File: config.mk
export PLATFORM = sky130hd
export DESIGN_NAME = fetch_unit
export DESIGN_NICKNAME = d
export VERILOG_FILES = /design/src/rtl/fetch_unit.sv
export SDC_FILE = /design/constraint.sdc
export NUM_CORES = 1
export LEC_CHECK = 0
export ABC_AREA = 1
export CAP_MARGIN = 5
export CORE_ASPECT_RATIO = 0.8
export CORE_MARGIN = 2
export CORE_UTILIZATION = 53
export DETAILED_ROUTE_END_ITERATION = 10
export GPL_ROUTABILITY_DRIVEN = 0
export HOLD_SLACK_MARGIN = 0.15
export PLACE_DENSITY = 0.8
export SLEW_MARGIN = 30
export SYNTH_ARGS = -nofsm -noshare
export SYNTH_HDL_FRONTEND = slang
export SYNTH_SLANG_ARGS = --single-unit
File: constraint.sdc
create_clock -name clk -period 4.4 [get_ports clk]
set_input_delay 0.44 -clock clk [delete_from_list [all_inputs] [get_ports clk]]
set_output_delay 0.44 -clock clk [all_outputs]
set_load 0.005 [all_outputs]
File: src/rtl/fetch_unit.sv
// Instruction fetch stage: sequential PC, 1-cycle-latency imem, small instruction FIFO, redirect flush.
// Optional perf counters are built only when FETCH_PERF_CNT_EN is defined.
module fetch_unit #(
    parameter logic [31:0] RESET_PC   = 32'h0000_0000,
    parameter int          FIFO_DEPTH = 4
) (
    input  logic        clk,
    input  logic        reset,
    output logic        imem_req,
    output logic [31:0] imem_addr,
    input  logic [31:0] imem_rdata,
    input  logic        redirect_valid,
    input  logic [31:0] redirect_pc,
    output logic        inst_valid,
    input  logic        inst_ready,
    output logic [31:0] inst_out,
    output logic [31:0] pc_out,
    output logic [31:0] perf_fetched,
    output logic [31:0] perf_stall
);

    localparam int PW = $clog2(FIFO_DEPTH);
    localparam int CW = PW + 1;

    logic [31:0] pc_q, pc_d;
    logic        inflight_q, inflight_d;
    logic [31:0] inflightPc_q, inflightPc_d;
    logic [PW-1:0] rdPtr_q, rdPtr_d;
    logic [PW-1:0] wrPtr_q, wrPtr_d;
    logic [CW-1:0] count_q, count_d;

    logic [31:0] instMem_q [FIFO_DEPTH];
    logic [31:0] pcMem_q   [FIFO_DEPTH];

    logic        active;
    logic        transfer;
    logic        respWrite;
    logic [CW:0] occupancy;

    assign active     = !reset && !redirect_valid;
    assign inst_valid = active && (count_q != '0);
    assign transfer   = inst_valid && inst_ready;
    assign respWrite  = inflight_q && !redirect_valid;

    // Counting the inflight response and this cycle's dequeue guarantees the response always has a slot.
    assign occupancy = (CW+1)'(count_q) + (CW+1)'(inflight_q) - (CW+1)'(transfer);
    assign imem_req  = active && (occupancy < (CW+1)'(FIFO_DEPTH));
    assign imem_addr = pc_q;

    assign inst_out = instMem_q[rdPtr_q];
    assign pc_out   = pcMem_q[rdPtr_q];

    always_comb begin
        pc_d         = pc_q;
        inflight_d   = imem_req;
        inflightPc_d = pc_q;
        rdPtr_d      = rdPtr_q;
        wrPtr_d      = wrPtr_q;
        count_d      = count_q;
        if (redirect_valid) begin
            pc_d    = redirect_pc & ~32'h3;
            rdPtr_d = '0;
            wrPtr_d = '0;
            count_d = '0;
        end else begin
            if (imem_req) begin
                pc_d = pc_q + 32'd4;
            end
            if (transfer) begin
                rdPtr_d = rdPtr_q + PW'(1);
            end
            if (respWrite) begin
                wrPtr_d = wrPtr_q + PW'(1);
            end
            count_d = count_q + CW'(respWrite) - CW'(transfer);
        end
    end

    always_ff @(posedge clk) begin
        if (reset) begin
            pc_q         <= RESET_PC;
            inflight_q   <= 1'b0;
            inflightPc_q <= 32'h0;
            rdPtr_q      <= '0;
            wrPtr_q      <= '0;
            count_q      <= '0;
        end else begin
            pc_q         <= pc_d;
            inflight_q   <= inflight_d;
            inflightPc_q <= inflightPc_d;
            rdPtr_q      <= rdPtr_d;
            wrPtr_q      <= wrPtr_d;
            count_q      <= count_d;
        end
    end

    // Storage needs no reset; the pointers and count define which entries are live.
    always_ff @(posedge clk) begin
        if (respWrite && !reset) begin
            instMem_q[wrPtr_q] <= imem_rdata;
            pcMem_q[wrPtr_q]   <= inflightPc_q;
        end
    end

`ifdef FETCH_PERF_CNT_EN
    logic [31:0] perfFetched_q;
    logic [31:0] perfStall_q;

    always_ff @(posedge clk) begin
        if (reset) begin
            perfFetched_q <= 32'h0;
            perfStall_q   <= 32'h0;
        end else begin
            if (transfer) begin
                perfFetched_q <= perfFetched_q + 32'd1;
            end
            if (inst_valid && !inst_ready) begin
                perfStall_q <= perfStall_q + 32'd1;
            end
        end
    end

    assign perf_fetched = perfFetched_q;
    assign perf_stall   = perfStall_q;
`else
    assign perf_fetched = 32'h0;
    assign perf_stall   = 32'h0;
`endif

endmodule

After elaboration in Yosys (flattened, before gate mapping):

Memories as Yosys holds them, arrays and structs flattened. A register that Yosys moved wholly into a read port is not among the register bits.
Index checks and enable logic that the tools add are counted.

* word-level logic and storage cells: 36
* latch bits: 0
* flip-flop bits (word level): 72
* bits of input ports: 68
* bits in read-only memories: 0
* memories: 2
* RAM bits: 256

Memories
* instMem_q: depth 4, bits a word 32, read ports 1, clocked after Yosys merged registers in 1, wr ports 1, RTL line 32 `logic [31:0] instMem_q [FIFO_DEPTH];`
* pcMem_q: depth 4, bits a word 32, read ports 1, clocked after Yosys merged registers in 1, wr ports 1, RTL line 33 `logic [31:0] pcMem_q [FIFO_DEPTH];`

* multiplexer cells: 8
* reduce and logical (&&, ||, !) cells: 11
* multipliers: 0
* bitwise gates (word level): 0
* shift operators: 0
* divide/modulo/power cells: 0
* equality and inequality tests: 0
* magnitude comparators: 1
* add/sub/neg operators: 7

Operators by type and width (number)
* $mux W32: 2
* $add A32 B3 Y32 const B: 1
* $mux W2: 4
* $logic_and A1 B1 Y1: 6
* $add A2 B1 Y2 const B: 2
* $add A3 B1 Y4: 1
* $lt A4 B3 Y1 const B: 1
* $sub A4 B1 Y4: 1
* $add A3 B1 Y3: 1
* $reduce_bool A3 Y1: 1
* $sub A3 B1 Y3: 1
* $logic_not A1 Y1: 2
* $mux W1: 2
* $reduce_bool A2 Y1: 1
* $reduce_or A2 Y1: 1

Longest topological paths before layout:

* depth in word-level cells: 9
* depth in mapped cells: 18

Worst setup path after synthesis:

Ideal clock, no wire load.

* path kind: input to register
* start point: input port redirect_valid
* end point: memory instMem_q[0][0], enable pin
* slack: 472 ps
* cell stages on the path: 4
* data arrival time: 3446 ps
* path through: buf_2 -> nor2_4 -> nand2_1 -> nor2_1

* cells in the longest elaborated chain, start to end: 5

Ends and longest elaborated chain
* start, declared: RTL line 12 `input logic redirect_valid,`
* $logic_not A1 Y1: RTL line 43 `assign respWrite = inflight_q && !redirect_valid;`
* $logic_and A1 B1 Y1: RTL line 43
* $logic_and A1 B1 Y1: RTL line 99 `if (respWrite && !reset) begin`
* $mux W1: RTL line 99
* $mux W1 (not written as such): RTL line 100 `instMem_q[wrPtr_q] <= imem_rdata;`
* end, declared: RTL line 32

No other way between the ends.

Worst setup path in the final report:

* start point: input port redirect_valid
* end point: output port imem_req

* cells in the longest elaborated chain, start to end: 7

Ends and longest elaborated chain
* $logic_not A1 Y1: RTL line 40 `assign active = !reset && !redirect_valid;`
* $logic_and A1 B1 Y1: RTL line 40
* $logic_and A1 B1 Y1: RTL line 41 `assign inst_valid = active && (count_q != '0);`
* $logic_and A1 B1 Y1: RTL line 42 `assign transfer = inst_valid && inst_ready;`
* via transfer: RTL line 36 `logic transfer;`
* $sub A4 B1 Y4: RTL line 46 `assign occupancy = (CW+1)'(count_q) + (CW+1)'(inflight_q) - (CW+1)'(transfer);`
* $lt A4 B3 Y1: RTL line 47 `assign imem_req = active && (occupancy < (CW+1)'(FIFO_DEPTH));`
* $logic_and A1 B1 Y1: RTL line 47
* end, declared: RTL line 9 `output logic imem_req,`

The timed path passes the listed nets, and every way through them passes these cells.

==> results.py <==
metrics = {
    "outcome": {
        "status": "completed",
    },
    "worst_setup_path": {
        "cp_slowest_cell": "clkdlybuf4s50_1",
        "max_stage_delay_ns": 0.52,
        "cp_max_fo": 6,
        "worstPathArrival_ns": 3.10,
        "critPathKind": "input pin to primary output",
        "cp_cell_sequence": "clkdlybuf4s50_1 > nor2_4 > inv_2 > a31oi_1 > nand2_1 > inv_1 > ha_1 > inv_1 > ha_1 > nand3_1 > a21o_1 > nand3_1 > nor2_1 > clkdlybuf4s50_1",
        "cp-startpoint": "redirect_valid",
        "cp-end-kind": "primary output",
        "start_kind": "input pin",
        "timing.rr.start": "count_q[1]",
        "critPathRequiredTime_ns": 3.96,
    },
    "final_layout": {
        "nNetsFinal": 1443,
        "antenna_cells": 0,
        "fin_area_um2": 15800,
        "syn_to_final_growth_pct": 20.2,
        "drive_gt1_share_pct": 5.69,
        "stdcell_count": 1706,
    },
    "clocking": {
        "cts-htree-levels": 1,
        "cts_hold_buf": 0,
        "cts_buffer_depth": 3,
        "clkTransAtPathRegs_ns": 0.06,
        "cts_tree": "done",
        "postCtsSetupBuffers": 0,
        "clock-sinks": 318,
        "cts_resized": 0,
        "cts-root-buf": "clkbuf_16",
        "cts_made_buffers": 30,
        "clock_latency_ns": 0.55,
    },
    "timing": {
        "clock_skew_ns": 0.0141,
        "setup_ws_ns": 0.862,
        "worst_pin_slew_ns": 0.988,
        "tns_ns": 0,
        "relSlewSlack_pct": 34.1,
        "fmax_mhz": 283,
        "min_period_over_period_pct": 80.4,
        "hold_violations": 0,
        "rsz0062_at_grt": "false",
        "drv_slew": 0,
        "setup_violations": 0,
        "period_needed_ns": 3.54,
    },
    "synth": {
        "synthDominantCellAreaShare_pct": 56.7,
        "syn_inst": 1222,
        "synth_cell_types": 28,
        "ys_top_cells_by_area": "edfxtp_1 57%, dfxtp_1 11%, nor2_1 5.8%, o21ai_0 5.6%, nand2_1 5.5%",
        "yosysSeqAreaShare_pct": 67.3,
        "yosysWarnings": 0,
        "syn_area_um2": 13100,
        "ys_seq_elements": 318,
        "avgSynthCellArea_um2": 10.8,
        "synth_top_area_cell": "edfxtp_1",
    },
    "floorplan": {
        "ios": 230,
        "dieArea_um2": 26100,
        "coreArea_um2": 24400,
        "fp.dieW_um": 180,
        "num_rows": 51,
        "start_util_pct": 53.9,
        "die_y_um": 145,
    },
    "route": {
        "finalWirelength_mm": 28.0,
        "drt_first_pass_iters": 7,
        "first_iter_violations": 886,
        "routed_via_density": 5.28,
        "via_count": 9012,
        "post_drt_wl_per_cell_um": 16.4,
        "detail-route-antenna-nets": 0,
        "drc": 0,
    },
    "placed_design": {
        "pre_cts_ws_ns": 0.883,
        "numPortBuffers": 159,
        "dp.cells": 1650,
        "dp_hpwl_mm": 16.6,
        "place_area_um2": 14800,
    },
    "job": {
        "cap_violations": 0,
    },
    "power": {
        "ir_drop_mv": 0.274,
        "leakagePower_nw": 5.79,
        "power_density_nw_per_um2": 394,
    },
    "global_routing": {
        "grt_start_max_net_pins": 75,
        "overflow": 0,
        "antenna_found_initial": 0,
        "grt_pass1_vias": 8483,
        "track_usage_pct": 21.0,
        "grt_pass1_wl_mm": 43.7,
    },
    "hold_path": {
        "worstHoldStart": "inflightPc_q[21]",
        "min_path_type": "register to register",
    },
}
## routing by layer
metal | share of wire, % | track usage [%] | vias up
met2 | 46 | 34.8 | 377
met1 | 44 | 29.4 | 4237
li1 | - | - | 4359
met4 | 1.5 | 4.46 | 0
met3 | 8.5 | 4.08 | 39
met5 | 0 | 0 | -
## report_power, final
part           leakage, nW  total, mW  switching [mW]  internal [mW]
combinational         2.44      0.288           0.151          0.137
clock                0.511       2.63            1.05           1.58
sequential            2.84       3.31          0.0426           3.27
total                 5.79       6.23            1.24           4.99
## layout by cell type (no fill, tap or decap), drive strengths merged, types with 10 or more instances in the layout
cell           netlist  layout
nand2              194     194
edfxtp             248     248
clkbuf              38      40
clkinv               0      11
conb                 1      68
ha                  10      10
buf                 90      12
clkdlybuf4s50        0     159
nor2               212     212
dfxtp               70      70
nand3               70      70
o21ai              148     148
o22ai               62      62
inv                 63      63
## state kept, by name, summed over array words and instances, names as in the netlist, named ones only
register / cells
instMem_q: 128
pcMem_q: 120
imem_addr: 30
inflightPc_q: 30
count_q: 3
rdPtr_q: 2
wrPtr_q: 2
inflight_q: 1
## final cells by class
cell class                 count  area [um2]
sequential                   318        8850
fill                        1805        8580
tap                          318         398
multi-input combinational    780        3560
timing repair buffer         171        1710
clock buffer                  40         881
inverter                      63         240
clock inverter                16         159
## path summary, 6_finish.rpt
path / endpoint / depth (start not counted) / slack [ns]
max: imem_req / 14 / 0.86
min: pcMem_q[3][21] / 0 / 0.47
max reg2reg: imem_addr[4] / 16 / 1.63
min reg2reg: pcMem_q[3][21] / 0 / 0.47
## kinds of logic (layout without fill, tap and decap cells)
family	count (synthesis)	in the layout	synth area share (%)
simple gates	479	479	14.6
buf+inv	191	290	7.69
flops	318	318	67.3
fa+ha+maj	11	11	1.10
compound gates	221	221	9.12
xor+xnor	1	1	0.0667
other cells	1	68	0.0285
## per-stage QoR
stage | power (mW) | util (%) | hold slack (ns)
final | 6.23 | 64.8 | 0.469
after floorplan | 3.54 | - | 0.438
after global routing | 6.43 | 64.8 | 0.482
after detailed placement | 3.66 | 60.5 | 0.455
after CTS | 6.27 | 64.8 | 0.470
after global placement | 3.65 | 60.5 | 0.451
## cells in the mapped netlist, drive strengths merged
library cell,n
nand2,194
a31oi,1
o22ai,62
a21o,3
and2,2
fa,1
clkbuf,38
nand3,70
o21ai,148
edfxtp,248
buf,90
nand4,1
conb,1
o21a,1
inv,63
dfxtp,70
nor2,212
a21oi,6
ha,10
xnor2,1
## worst max-delay path: cells and delay by family
kind / cells / cell delay [ns]
compound gates: 2 / 0.30
simple gates: 5 / 0.70
buf+inv: 5 / 1.20
fa+ha+maj: 2 / 0.43
(Power assumes the default switching activity.)
